**src/rtl/vga_pkg.sv**
```systemverilog
// Frame geometry and fetch FSM encoding shared by the framebuffer fetch path.
package vga_pkg;
    localparam int H_A_VID         = 640;
    localparam int V_A_VID         = 480;
    localparam int WORD_W          = 32;
    localparam int ADDR_W          = 14;
    localparam int PIX_PER_FRAME   = H_A_VID * V_A_VID;
    localparam int WORDS_PER_FRAME = PIX_PER_FRAME / WORD_W;

    typedef enum logic [1:0] {
        IDLE = 2'd0,
        FILL = 2'd1,
        RUN  = 2'd2
    } fetch_state_e;
endpackage

```
**src/rtl/pixel_fetch_if.sv**
```systemverilog
// Framebuffer read port: request/grant address phase, in-order read data phase.
interface pixel_fetch_if #(
    parameter int ADDR_W = vga_pkg::ADDR_W,
    parameter int WORD_W = vga_pkg::WORD_W
);
    logic              mem_req;
    logic [ADDR_W-1:0] mem_addr;
    logic              mem_gnt;
    logic              mem_rvalid;
    logic [WORD_W-1:0] mem_rdata;

    modport master (output mem_req, mem_addr, input mem_gnt, mem_rvalid, mem_rdata);
    modport slave  (input mem_req, mem_addr, output mem_gnt, mem_rvalid, mem_rdata);
endinterface

```
**src/rtl/pixel_fetch_fifo.sv**
```systemverilog
// Prefetch FIFO between memory read data and the pixel shift register.
module fetch_fifo #(
    parameter int W     = 32,
    parameter int DEPTH = 4
) (
    input  logic                         clk,
    input  logic                         rst_n,
    input  logic                         clr_i,
    input  logic                         push_i,
    input  logic [W-1:0]                 wdata_i,
    input  logic                         pop_i,
    output logic [W-1:0]                 rdata_o,
    output logic                         full_o,
    output logic                         empty_o,
    output logic [$clog2(DEPTH+1)-1:0]   count_o
);
    localparam int CW = $clog2(DEPTH + 1);
    localparam int PW = (DEPTH > 1) ? $clog2(DEPTH) : 1;

    logic [W-1:0]  mem_q [DEPTH];
    logic [PW-1:0] wr_q, rd_q;
    logic [CW-1:0] cnt_q;
    logic          do_push, do_pop;

    assign full_o  = (cnt_q == CW'(DEPTH));
    assign empty_o = (cnt_q == '0);
    assign count_o = cnt_q;
    assign rdata_o = mem_q[rd_q];
    assign do_push = push_i & !full_o;
    assign do_pop  = pop_i & !empty_o;

    always_ff @(posedge clk or negedge rst_n) begin
        if (!rst_n) begin
            wr_q  <= '0;
            rd_q  <= '0;
            cnt_q <= '0;
        end else if (clr_i) begin
            wr_q  <= '0;
            rd_q  <= '0;
            cnt_q <= '0;
        end else begin
            // Pointers wrap explicitly so DEPTH need not be a power of two.
            if (do_push) wr_q <= (wr_q == PW'(DEPTH - 1)) ? '0 : wr_q + 1'b1;
            if (do_pop)  rd_q <= (rd_q == PW'(DEPTH - 1)) ? '0 : rd_q + 1'b1;
            cnt_q <= cnt_q + CW'(do_push) - CW'(do_pop);
        end
    end

    always_ff @(posedge clk) begin
        if (do_push && !clr_i) mem_q[wr_q] <= wdata_i;
    end
endmodule

```
**src/rtl/pixel_fetch.sv**
```systemverilog
// Streams a 1bpp 640x480 framebuffer from memory into a per-pixel bit for the
// timing generator, prefetching words through a small FIFO.
module pixel_fetch #(
    parameter int WORD_W     = vga_pkg::WORD_W,
    parameter int FIFO_DEPTH = 4,
    parameter int ADDR_W     = vga_pkg::ADDR_W
) (
    input  logic          clk,
    input  logic          rst_n,
    input  logic          frame_start,
    input  logic          pix_adv,
    pixel_fetch_if.master mem,
    output logic          img_reg,
    output logic          underflow
);
    import vga_pkg::*;

    localparam int CW = $clog2(FIFO_DEPTH + 1);
    localparam int DW = 8;
    localparam int BW = $clog2(WORD_W + 1);
    localparam int PW = $clog2(PIX_PER_FRAME);

    fetch_state_e      state_q, state_d;
    logic [ADDR_W-1:0] addr_q, addr_d;
    logic [CW-1:0]     out_q, out_d;
    logic [DW-1:0]     disc_q, disc_d;
    logic [PW-1:0]     pix_q, pix_d;
    logic [WORD_W-1:0] sr_q, sr_d;
    logic [BW-1:0]     bcnt_q, bcnt_d;
    logic              unf_q, unf_d;

    logic              active, issue, rv_drop, push, load, consume, last_pix;
    logic [CW-1:0]     fifo_cnt;
    logic [CW:0]       occ;
    logic [WORD_W-1:0] fifo_rdata;
    logic              fifo_full, fifo_empty;

    assign active   = (state_q != IDLE);
    assign occ      = {1'b0, fifo_cnt} + {1'b0, out_q};
    assign issue    = mem.mem_req & mem.mem_gnt;
    assign rv_drop  = mem.mem_rvalid & (disc_q != '0);
    assign push     = mem.mem_rvalid & (disc_q == '0) & !frame_start;
    assign consume  = active & pix_adv & !frame_start;
    // Reload when empty, or in the same cycle the last bit leaves, so no bubble.
    assign load     = active & !frame_start & !fifo_empty &
                      ((bcnt_q == '0) | (consume & (bcnt_q == BW'(1))));
    assign last_pix = consume & (pix_q == PW'(PIX_PER_FRAME - 1));

    fetch_fifo #(.W(WORD_W), .DEPTH(FIFO_DEPTH)) u_fifo (
        .clk     (clk),
        .rst_n   (rst_n),
        .clr_i   (frame_start),
        .push_i  (push),
        .wdata_i (mem.mem_rdata),
        .pop_i   (load),
        .rdata_o (fifo_rdata),
        .full_o  (fifo_full),
        .empty_o (fifo_empty),
        .count_o (fifo_cnt)
    );

    always_ff @(posedge clk or negedge rst_n) begin
        if (!rst_n) state_q <= IDLE;
        else        state_q <= state_d;
    end

    always_comb begin
        state_d = state_q;
        if (frame_start)                   state_d = FILL;
        else if (last_pix)                 state_d = IDLE;
        else if (state_q == FILL && load)  state_d = RUN;
    end

    always_comb begin
        mem.mem_req  = active & !fifo_full & (occ < (CW+1)'(FIFO_DEPTH)) &
                       (addr_q < ADDR_W'(WORDS_PER_FRAME));
        mem.mem_addr = addr_q;
        // The shift register fills with zeros as it drains, so bit 0 is 0 when empty.
        img_reg      = sr_q[0];
        underflow    = unf_q;
    end

    always_comb begin
        addr_d = addr_q;
        out_d  = out_q;
        disc_d = disc_q;
        pix_d  = pix_q;
        sr_d   = sr_q;
        bcnt_d = bcnt_q;
        unf_d  = unf_q;
        if (frame_start) begin
            addr_d = '0;
            out_d  = '0;
            pix_d  = '0;
            sr_d   = '0;
            bcnt_d = '0;
            // Every read still in flight after this edge belongs to the old frame.
            disc_d = disc_q + DW'(out_q) + DW'(issue) - DW'(mem.mem_rvalid);
        end else begin
            if (issue)   addr_d = addr_q + 1'b1;
            out_d = out_q + CW'(issue) - CW'(push);
            if (rv_drop) disc_d = disc_q - 1'b1;
            if (consume) begin
                pix_d = pix_q + 1'b1;
                if (bcnt_q == '0) unf_d = 1'b1;
            end
            if (load) begin
                sr_d   = fifo_rdata;
                bcnt_d = BW'(WORD_W);
            end else if (consume && bcnt_q != '0) begin
                sr_d   = sr_q >> 1;
                bcnt_d = bcnt_q - 1'b1;
            end
        end
    end

    always_ff @(posedge clk or negedge rst_n) begin
        if (!rst_n) begin
            addr_q <= '0;
            out_q  <= '0;
            disc_q <= '0;
            pix_q  <= '0;
            sr_q   <= '0;
            bcnt_q <= '0;
            unf_q  <= 1'b0;
        end else begin
            addr_q <= addr_d;
            out_q  <= out_d;
            disc_q <= disc_d;
            pix_q  <= pix_d;
            sr_q   <= sr_d;
            bcnt_q <= bcnt_d;
            unf_q  <= unf_d;
        end
    end
endmodule
```
**src/flat_wrapper.sv**
```systemverilog
// flat-port wrapper written by rule: the top's interface ports become plain ports
module pixel_fetch_flat import vga_pkg::*;
#(
    parameter int WORD_W     = vga_pkg::WORD_W,
    parameter int FIFO_DEPTH = 4,
    parameter int ADDR_W     = vga_pkg::ADDR_W
)
  (clk, rst_n, frame_start, pix_adv, img_reg, underflow, mem_mem_req, mem_mem_addr, mem_mem_gnt, mem_mem_rvalid, mem_mem_rdata);
  pixel_fetch_if #(.ADDR_W(ADDR_W), .WORD_W(WORD_W)) mem_i ();
  input  logic clk;
  input  logic rst_n;
  input  logic frame_start;
  input  logic pix_adv;
  output logic img_reg;
  output logic underflow;
  output wire logic [$bits(mem_i.mem_req)-1:0] mem_mem_req;
  output wire logic [$bits(mem_i.mem_addr)-1:0] mem_mem_addr;
  input wire logic [$bits(mem_i.mem_gnt)-1:0] mem_mem_gnt;
  input wire logic [$bits(mem_i.mem_rvalid)-1:0] mem_mem_rvalid;
  input wire logic [$bits(mem_i.mem_rdata)-1:0] mem_mem_rdata;
  assign mem_mem_req = mem_i.mem_req;
  assign mem_mem_addr = mem_i.mem_addr;
  assign mem_i.mem_gnt = mem_mem_gnt;
  assign mem_i.mem_rvalid = mem_mem_rvalid;
  assign mem_i.mem_rdata = mem_mem_rdata;
  pixel_fetch #(.WORD_W(WORD_W), .FIFO_DEPTH(FIFO_DEPTH), .ADDR_W(ADDR_W)) u_core (.clk(clk), .rst_n(rst_n), .frame_start(frame_start), .pix_adv(pix_adv), .mem(mem_i), .img_reg(img_reg), .underflow(underflow));
endmodule
```
**config.mk**
```make
export PLATFORM = sky130hd
export DESIGN_NAME = pixel_fetch_flat
export DESIGN_NICKNAME = d
export VERILOG_FILES = /design/src/rtl/vga_pkg.sv /design/src/rtl/pixel_fetch_if.sv /design/src/rtl/pixel_fetch_fifo.sv /design/src/rtl/pixel_fetch.sv /design/src/flat_wrapper.sv
export SDC_FILE = /design/constraint.sdc
export NUM_CORES = 1
export LEC_CHECK = 0
export ABC_AREA = 1
export CORE_UTILIZATION = 60
export CTS_CLUSTER_SIZE = 30
export DETAILED_ROUTE_END_ITERATION = 10
export HOLD_SLACK_MARGIN = 0.1
export PLACE_DENSITY = 0.8
export SYNTH_ARGS = -nofsm -noshare
export SYNTH_HDL_FRONTEND = slang
export SYNTH_SLANG_ARGS = --single-unit
```
**constraint.sdc**
```tcl
create_clock -name clk -period 4.1 [get_ports clk]
set_input_delay 0.82 -clock clk [delete_from_list [all_inputs] [get_ports clk]]
set_output_delay 0.82 -clock clk [all_outputs]
set_load 0.01 [all_outputs]
```
## After elaboration in Yosys (flattened, before gate mapping)

Memory sizes are Yosys's and may differ from the RTL's.
Index checks and enable logic that the tools add are counted.

- Flip-flop bits (word level): 92
- RAM bits: 128
- Bits of input ports: 38
- Output and inout bits: 17
- Word-level logic and storage cells: 97
- Memories kept: 1

Memories:

| name | words | width | rd ports | clocked after memory_dff | wr ports | line | text |
|---|---|---|---|---|---|---|---|
| u_core.u_fifo.mem_q | 4 | 32 | 1 | 0 | 1 | pixel_fetch_fifo.sv:20 | `logic [W-1:0] mem_q [DEPTH];` |

- $add $sub $neg: 14
- Magnitude comparators: 2
- Eq/ne operators: 6
- Multiplexer cells: 25
- Bitwise logic cells: 18
- Reductions and logical operators: 20

Operator list:

| operator | count |
|---|---|
| two-way mux 32 bit | 3 |
| two-way mux 19 bit | 2 |
| two-way mux 14 bit | 2 |
| adder 19 x 1 -> 19 bit, second input constant | 1 |
| equality test 19 bit, second input constant | 1 |
| two-way mux 2 bit | 9 |
| two-way mux 6 bit | 3 |
| bitwise AND 1 bit | 16 |
| two-way mux 8 bit | 2 |
| adder 14 x 1 -> 14 bit, second input constant | 1 |
| < comparator 14 bit, second input constant | 1 |
| nonzero test 2 bit | 6 |
| adder 8 x 1 -> 8 bit | 1 |
| adder 8 x 3 -> 8 bit | 1 |
| logical NOT 8 bit | 1 |
| nonzero test 8 bit | 1 |
| subtractor 8 x 1 -> 8 bit | 1 |
| subtractor 8 x 1 -> 8 bit, second input constant | 1 |
| adder 3 x 1 -> 3 bit | 2 |
| equality test 6 x 1 -> 1 bit, second input constant | 1 |
| logical NOT 6 bit | 1 |
| two-way mux 3 bit | 2 |
| nonzero test 3 bit | 2 |
| nonzero test 6 bit | 1 |
| other kinds (15) | 23 |

## Longest topological paths before layout

Gate-level depths: netlist of the first run.

- Depth in word-level cells: 10
- Depth in mapped cells: 16
- Depth with buffers taken out: 15

## Hierarchy

Synthesis of the first run repeated with hierarchy kept, for this count alone.

- Cells, all modules: 1202
- Area, all modules: 10855.4 um^2

Modules (own cells, without submodules):

| module | times used | cells each | area an instance (um^2) | seq. area each (um^2) |
|---|---|---|---|---|
| fetch_fifo | 1 | 436 | 5507.8 | 4018.9 |
| pixel_fetch | 1 | 766 | 5347.6 | 2127.0 |

## Worst setup path before layout of the first run

OpenSTA, ideal clock, no wires.

- Path type: input to register
- From: input frame_start
- To: memory u_core.u_fifo.mem_q[0][0] (enable)
- Setup time: 0.421 ns
- Arrival time: 2.910 ns
- Data required time: 3.679 ns
- Slack: 0.769 ns
- Cell stages on the path: 4
- Path buffers: 1
- Path through: clkbuf_1 > nor4_2 > inv_1 > nor2_1

- Cells in the longest elaborated chain, start to end: 6

RTL lines:

| what | line | text |
|---|---|---|
| from (decl) | flat_wrapper.sv:12 | `input logic frame_start;` |
| logical NOT 1 bit * | pixel_fetch_fifo.sv:50, pixel_fetch.sv:42 |  |
| bitwise AND 1 bit | pixel_fetch.sv:42 | `assign push = mem.mem_rvalid & (disc_q == '0) & !frame_start;` |
| bitwise AND 1 bit | pixel_fetch_fifo.sv:29 | `assign do_push = push_i & !full_o;` |
| logical AND 1 bit * | pixel_fetch_fifo.sv:50 | `if (do_push && !clr_i) mem_q[wr_q] <= wdata_i;` |
| two-way mux 1 bit * | pixel_fetch_fifo.sv:50 |  |
| two-way mux 1 bit (implied by the code) * | pixel_fetch_fifo.sv:50 |  |
| to (decl) | pixel_fetch_fifo.sv:20 |  |

Every way passes the cells marked *; elsewhere a longest branch is shown, timed or not.

## Worst setup path in the final report of the first run

- From: register u_core.u_fifo.cnt_q[2], in the netlist u_core.u_fifo.count_o[2]
- To: output mem_mem_req

- Cells in the longest elaborated chain, start to end: 5
- Elaborated cells between the ends (all ways): 7
- Classes of those cells: 1 x add/sub; 1 x order compare; 1 x eq/ne; 3 x bitwise; 1 x reduce/logical

RTL lines:

| what | line | text |
|---|---|---|
| from (decl) | pixel_fetch_fifo.sv:22 | `logic [CW-1:0] cnt_q;` |
| from (signal assigned) | pixel_fetch_fifo.sv:45 | `cnt_q <= cnt_q + CW'(do_push) - CW'(do_pop);` |
| parallel branches: the longest is 3 deep, another holds adder 3 x 3 -> 4 bit | -- |  |
| bitwise AND 1 bit * (2 in a row) | pixel_fetch.sv:75 | `mem.mem_req = active & !fifo_full & (occ < (CW+1)'(FIFO_DEPTH)) &` |
| to (decl) | flat_wrapper.sv:16 | `output wire logic [$bits(mem_i.mem_req)-1:0] mem_mem_req;` |

Every way passes the cells marked *.

==> summary.md, run 1 <==
| Metric | Value |
|---|---|
| Nets | around 1300 |
| CTS tree | done |
| Switching power | 0.00230 W |
| Largest net degree at the start of global routing | between 60 and 70 |
| GPL Wtd Cong | about 0.87 |
| Core Region | around 17000 µm² |
| Post-synthesis sequential area ratio | 56.9% |
| Post-route ant nets | 0 |
| Die Width | 136 µm |
| Area Growth Syn to Fin | 14.2% |
| Post-Route WL | about 24 mm |
| Vias per inst | 5.57 |
| Detailed-router iteration count before antenna repair | 6 |
| Fin worst setup slack | 757 ps |
| Seq cells post-synth | 220 |
| Post-CTS Setup Inserts | 0 |
| Worst-path clk slew | 60 ps |
| Power per cell area | 559 nW/µm² |
| CTS max path bufs | 3 |
| CP max stage cell | clkdlybuf4s50_1 |
| CP startpoint kind | register |
| Clk_lat worst skew | 540 ps |
| Xor and xnor area share after synthesis | 1.62% |
| GRT Resource Usage Total | between 20% and 30% |
| Commonest non-fill, non-tap cell in the layout | nand2_1 |
| FF-to-FF End | u_core.disc_q[6] |
| CP cell instances | ha_1 > nor3_1 > nand2_1 > nor3_1 > nand2_1 > inv_1 > clkdlybuf4s50_1 |
| Int Pwr | 0.00460 W |
| Distinct cells, synth | 37 |
| Combinational power share | about 29% |
| CTS resizes | 0 |
| Slew HR | 26.8% |
| Main combinational cell family by area after synthesis | simple AND/OR/NAND/NOR gates |
| CP delay by family, top | simple AND/OR/NAND/NOR gates |
| Syn avg cell area | 9.12 µm² |
| Input/output buffers | 54 |
| Simple-gate share of the synthesized area | 22.7% |
| Vias | 8220 |
| Mux cell area share after synthesis | 0% |
| R2R Setup Slk | 1010 ps |
| WS Path Type | reg2out |
| DRC | 0 |
| Initial antenna violation count | 0 |
| Clock Skews | about 25 ps |
| CP required | 3280 ps |
| Synth Warn # | 0 |
| I/O Pins | 55 |
| CP max stage delay | ~530 ps |
| End of the critical path | mem_mem_req |
| Dpl hpwl | 14.6 mm |
| Pre-CTS setup slack | 490 ps |
| Initial Utilization | 62.1% |
| Synth Area in Compound Gates | under 10% |
| Post-Synth Adder-Cell Area | 4.44% |
| Hold Vio Cnt, Final | 0 |
| Status | complete, no violations |
| Mapped Cells | 1185 |
| R2R cell count | 15 |
| Crit path depth | 7 |
| Net switching fraction of the power | 33.4% |
| RSZ-0062 raised after global routing | no |
| Syn nets | between 1000 and 1500 |
| Slew Limit Fails | 0 |
| CTS Buf Count | 24 |
| Mapped Area | 10800 µm² |
| Min Tclk post-route | 3340 ps |
| Clk sink count | 220 |
| Die area | approximately 19000 µm² |
| Number of global-route vias before repair | roughly 8000 |
| Worst vdd ir | around 0.00054 V |
| CP Buf/Inv Count | 2 |
| Worst-margin pin slew | 1100 ps |
| Arrival time worst endpoint | between 2000 and 3000 ps |
| Final setup violating endpoints | 0 |
| Commonest cells after routing, fill and taps aside | 315 x nand2_1, 128 x edfxtp_1, 119 x inv_1, 113 x nor2_1, 91 x dfrtp_1 |
| Hold Crit Class | in2async |
| Pleak | 5.41 nW |
| R2R Path Start | u_core.u_fifo.count_o[2] |
| Global-route wire length before repair | 38.7 mm |
| CP max FO | 4 |
| Share of cells above drive strength 1 | 5.92% |
| Die Height | 136 µm |
| WL per Instance | 16.0 µm |
| Reg power frac | 38.9% |
| Final period utilization | 81.5% |
| Post-route setup TNS | 0 ps |
| Crit path launch | u_core.u_fifo.count_o[2] |
| GRT Residual Overflow | 0 |
| Setup crit end kind | primary output |
| Clock power share | 32.3% |
| Root Buffer | clkbuf_16 |
| Num rows | 48 |
| Max_cap viols | 0 |
| Hold Buf Count CTS | 0 |
| Drt initial violations | approximately 730 |
| Peak Freq | 299 MHz |
| Antenna cells | 0 |
| H-tree depth | 1 |
[stage by stage]
stage	instance area (µm²)	util, %	cells	hold WS (ps)	power [W]
after detailed placement	11500	66.2	1432	466	0.00467
after global placement	11500	66.2	1432	464	0.00460
after global routing	12300	70.9	1476	305	0.00731
final	12300	70.9	1476	272	0.00690
after CTS	12300	70.9	1476	278	0.00692
after floorplan	10800	-	1185	449	0.00417
[synth_stat cells (all sizes together)]
master	instances	area share (%)
a21oi	56	2.6
a22o	1	0.081
a22oi	21	1.5
a31oi	1	0.058
and2	2	0.12
and3	1	0.058
buf	31	1.7
clkbuf	19	0.66
dfrtp	92	21
edfxtp	128	36
fa	4	0.74
ha	32	3.7
inv	127	4.4
nand2	318	11
nand3	88	4.1
nand3b	3	0.21
nand4	26	1.5
nor2	119	4.2
nor3	18	0.98
nor3b	3	0.21
nor4	1	0.12
o211ai	2	0.14
o21ai	67	3.1
o21bai	2	0.14
o22ai	1	0.058
or2	2	0.12
xnor2	4	0.32
xor2	16	1.3
[power by group through the flow]
stage | clock network [W] | registers [W] | logic (W)
after floorplan | 0 | 0.00270 | 0.00147
after global placement | 0 | 0.00272 | 0.00188
after detailed placement | 0 | 0.00272 | 0.00195
after CTS | 0.00225 | 0.00268 | 0.00198
after global routing | 0.00234 | 0.00271 | 0.00226
final | 0.00223 | 0.00269 | 0.00198
[how the worst min path moves through the flow]
stage                    start              end  cells after the start
3_3_place_gp   u_core.sr_q[12]  u_core.sr_q[12]                      2
3_5_place_dp   u_core.sr_q[12]  u_core.sr_q[12]                      2
2_1_floorplan  u_core.sr_q[11]  u_core.sr_q[11]                      2
5_1_grt                  rst_n   u_core.sr_q[0]                      1
6_report                 rst_n  u_core.sr_q[28]                      1
4_1_cts                  rst_n  u_core.sr_q[15]                      1
[metal layers]
layer	GRT usage, %	vias up	routed length (µm)
li1	-	4007	-
met1	34.1	3899	10200
met2	46.5	264	11800
met3	3.32	50	1140
met4	9.32	0	606
met5	0	-	0
[worst register-to-register path, cell delays in order, from the launching register on]
cell	delay [ps]
dfrtp_1	420
ha_1	320
nor3_1	190
nand2_1	80
nor3_1	290
nand3_1	220
fa_1	460
fa_1	440
inv_1	90
nand4_1	90
nand3_1	120
nand2_1	60
nand2_1	50
nor2_1	40
nor2_1	80
nor2_1	40
[flip-flops by register name, indices dropped and copies added, names as in the netlist]
name,count
u_core.disc_q,8
u_core.out_q,3
u_core.state_q,2
u_core.u_fifo.rd_q,2
u_core.mem.mem_addr,14
u_core.u_fifo.mem_q,128
u_core.sr_q,32
u_core.underflow,1
u_core.u_fifo.count_o,3
u_core.bcnt_q,6
u_core.pix_q,19
u_core.u_fifo.wr_q,2
[area by class of cell]
cell class                      count  area [µm²]
Multi-Input combinational cell    788        3950
Sequential cell                   220        6150
Fill cell                        1271        5070
Inverter                          127         477
Clock inverter                      8         136
Timing Repair Buffer               72         673
Tap cell                          225         282
Clock buffer                       36         687
[cells by family (layout without fill, tap and decap cells)]
group,Yosys count,count (layout)
adder cells (fa/ha/maj),36,36
AO/OA/AOI/OAI,151,151
AND/OR/NAND/NOR,581,581
XOR/XNOR,20,20
buffers and inverters,177,243
flip-flops,220,220
(Power assumes the default switching activity.)
==> run 2, diff against run 1 <==
CORE_UTILIZATION = 55   (was 60)
PLACE_DENSITY = 0.77   (was 0.8)
clock period = 2.9 ns   (was 4.1 ns; I/O delays follow)
==> summary.md, run 2 (synthesis gave the netlist of run 1 again) <==
| Metric | Value |
|---|---|
| Status | complete, no violations |
| Nets | 1328 |
| Vias per inst | approximately 5.4 |
| Initial antenna violation count | 0 |
| Hold Crit Start | u_core.sr_q[23] |
| CP Buf/Inv Count | 1 |
| Setup crit end kind | register |
| Area Growth Syn to Fin | 17.4% |
| I/O Pins | 55 |
| CP delay by family, top | adder cells |
| Die Width | 142 µm |
| CTS tree | done |
| Met2 Usage GRT | roughly 42% |
| Share of cells above drive strength 1 | 8.10% |
| RSZ-0062 raised after global routing | no |
| Final core utilization | 67.0% |
| CP max FO | 3 |
| Max reg flops | about 130 |
| Total Power | 0.00980 W |
| Final worst hold slack | 481 ps |
| Post-route ant nets | 0 |
| CP max stage delay | 400 ps |
| Worst vdd ir | 0.000582 V |
| Int Pwr | 0.00651 W |
| Reg power frac | 38.6% |
| Pleak | 5.56 nW |
| Die Height | 142 µm |
| Die area | between 20000 and 25000 µm² |
| Vias | approximately 8300 |
| Final period utilization | 90.0% |
| Clk_lat worst skew | 530 ps |
| Largest net degree at the start of global routing | 67 |
| CTS max path bufs | 3 |
| Peak Freq | ~380 MHz |
| Pre-CTS setup slack | -4.87 ps |
| Worst-path clk slew | 60 ps |
| Commonest non-fill, non-tap cell in the layout | nand2_1 |
| Core Region | 19000 µm² |
| Met1 GRT Util | 32.7% |
| H-tree depth | 1 |
| Min Tclk post-route | 2610 ps |
| CP required | 3310 ps |
| Post-Route WL | 23.8 mm |
| GRT Resource Usage Total | 24.7% |
| Input/output buffers | 54 |
| Max_cap viols | 0 |
| Slew Limit Fails | 0 |
| Hold Crit Class | reg2reg |
| Detailed-router iteration count before antenna repair | 5 |
| CP startpoint kind | register |
| Worst-margin pin slew | 945 ps |
| Hold Vio Cnt, Final | 0 |
| Dpl hpwl | ~15 mm |
| Number of global-route vias before repair | slightly above 8000 |
| Dpl cell area | 11800 µm² |
| Clk sink count | 220 |
| Final Instance Area | 12700 µm² |
| Antenna cells | 0 |
| Crit path launch | u_core.out_q[2] |
| DRC | 0 |
| Slew HR | 36.9% |
| Root Buffer | clkbuf_16 |
| WS Path Type | reg2reg |
| Commonest cells after routing, fill and taps aside | 315 x nand2_1, 128 x edfxtp_1, 119 x inv_1, 113 x nor2_1, 91 x dfrtp_1 |
| Most Crowded Layer GR | met2 |
| GRT Residual Overflow | 0 |
| Arrival time worst endpoint | approximately 3000 ps |
| CTS Buf Count | 24 |
| CP max stage cell | dfrtp_1 |
| Combinational power share | 29.8% |
| Drt initial violations | ~570 |
| Clock power share | 31.5% |
| Switching power | 0.00329 W |
| WL per Instance | roughly 16 µm |
| Clock Skews | 22.0 ps |
| Met3 Use GR | under 10% |
| Global-route wire length before repair | ~40 mm |
| Net switching fraction of the power | 33.6% |
| Biggest register | u_core.u_fifo.mem_q |
| Final setup violating endpoints | 0 |
| Num rows | 50 |
| Power per cell area | approximately 770 nW/µm² |
| CP cell instances | ha_1 > nor3_1 > nand2_1 > nor3_2 > nand3_2 > fa_2 > fa_2 > inv_1 > nand4_1 > nand3_1 > nand2_1 > nand2_1 > nor2_1 > nor2_1 > nor2_1 |
| R2R Path Start | u_core.out_q[2] |
| Fin worst setup slack | slightly below 300 ps |
| Initial Utilization | between 50% and 60% |
| GPL Wtd Cong | between 0.9 and 1 |
| Top flop regs | u_core.u_fifo.mem_q x128, u_core.sr_q x32, u_core.pix_q x19 |
==> run 2: worst reg2reg max path, cell delays in order (launching register included) <==
cell     delay, ps
dfrtp_1        400
ha_1           290
nor3_1         180
nand2_1         80
nor3_2         160
nand3_2        130
fa_2           380
fa_2           380
inv_1           70
nand4_1         80
nand3_1        100
nand2_1         50
nand2_1         50
nor2_1          40
nor2_1          90
nor2_1          40
==> run 2: area by class of cell <==
cell class | instances | area, µm²
tap | 260 | 325
clock inverter | 15 | 174
fill | 1414 | 6260
inverter | 127 | 477
clock buffer | 29 | 639
timing repair buffer | 93 | 961
multi-input combinational | 788 | 3970
sequential | 220 | 6150
==> run 2: power groups by stage <==
stage	combinational (W)	clock, W	sequential (W)
after CTS	0.00289	0.00313	0.00378
final	0.00292	0.00309	0.00379
after global placement	0.00274	0	0.00383
after global routing	0.00333	0.00326	0.00382
after floorplan	0.00209	0	0.00381
after detailed placement	0.00282	0	0.00384
==> run 2: timing repair <==
action	CTS	global route
buffers inserted	1	0
endpoints found under the hold margin	32	0
setup endpoints to repair	1	2
gates resized for setup	1	4
hold buffers	1	0
==> run 2: path summary, 6_finish.rpt <==
kind	slack (ps)	cells past startpoint	endpoint
setup / recovery	290	15	u_core.disc_q[6]
hold reg to reg	480	2	u_core.sr_q[23]
setup reg to reg	290	15	u_core.disc_q[6]
hold / removal	480	2	u_core.sr_q[23]
min in group asynchronous	560	2	u_core.pix_q[11]
max in group asynchronous	1670	3	u_core.sr_q[30]
==> run 2: routing by layer <==
metal | wire length [µm] | vias to the layer above
li1 | - | 4047
met1 | 10200 | 3936
met2 | 11700 | 293
met3 | 1460 | 42
met4 | 483 | 0
met5 | 0 | -
==> run 2: per-stage QoR <==
step	instances	setup TNS, ps
floorplan	1185	-24490
global placement	1486	0
detailed placement	1486	-4.87
CTS	1532	0
global route	1532	0
finish	1532	0
==> run 3, diff against run 2 <==
SLEW_MARGIN = 25   (was default)
==> results of run 3 <==
Final layout, timing and power as in run 2 (identical DEF).
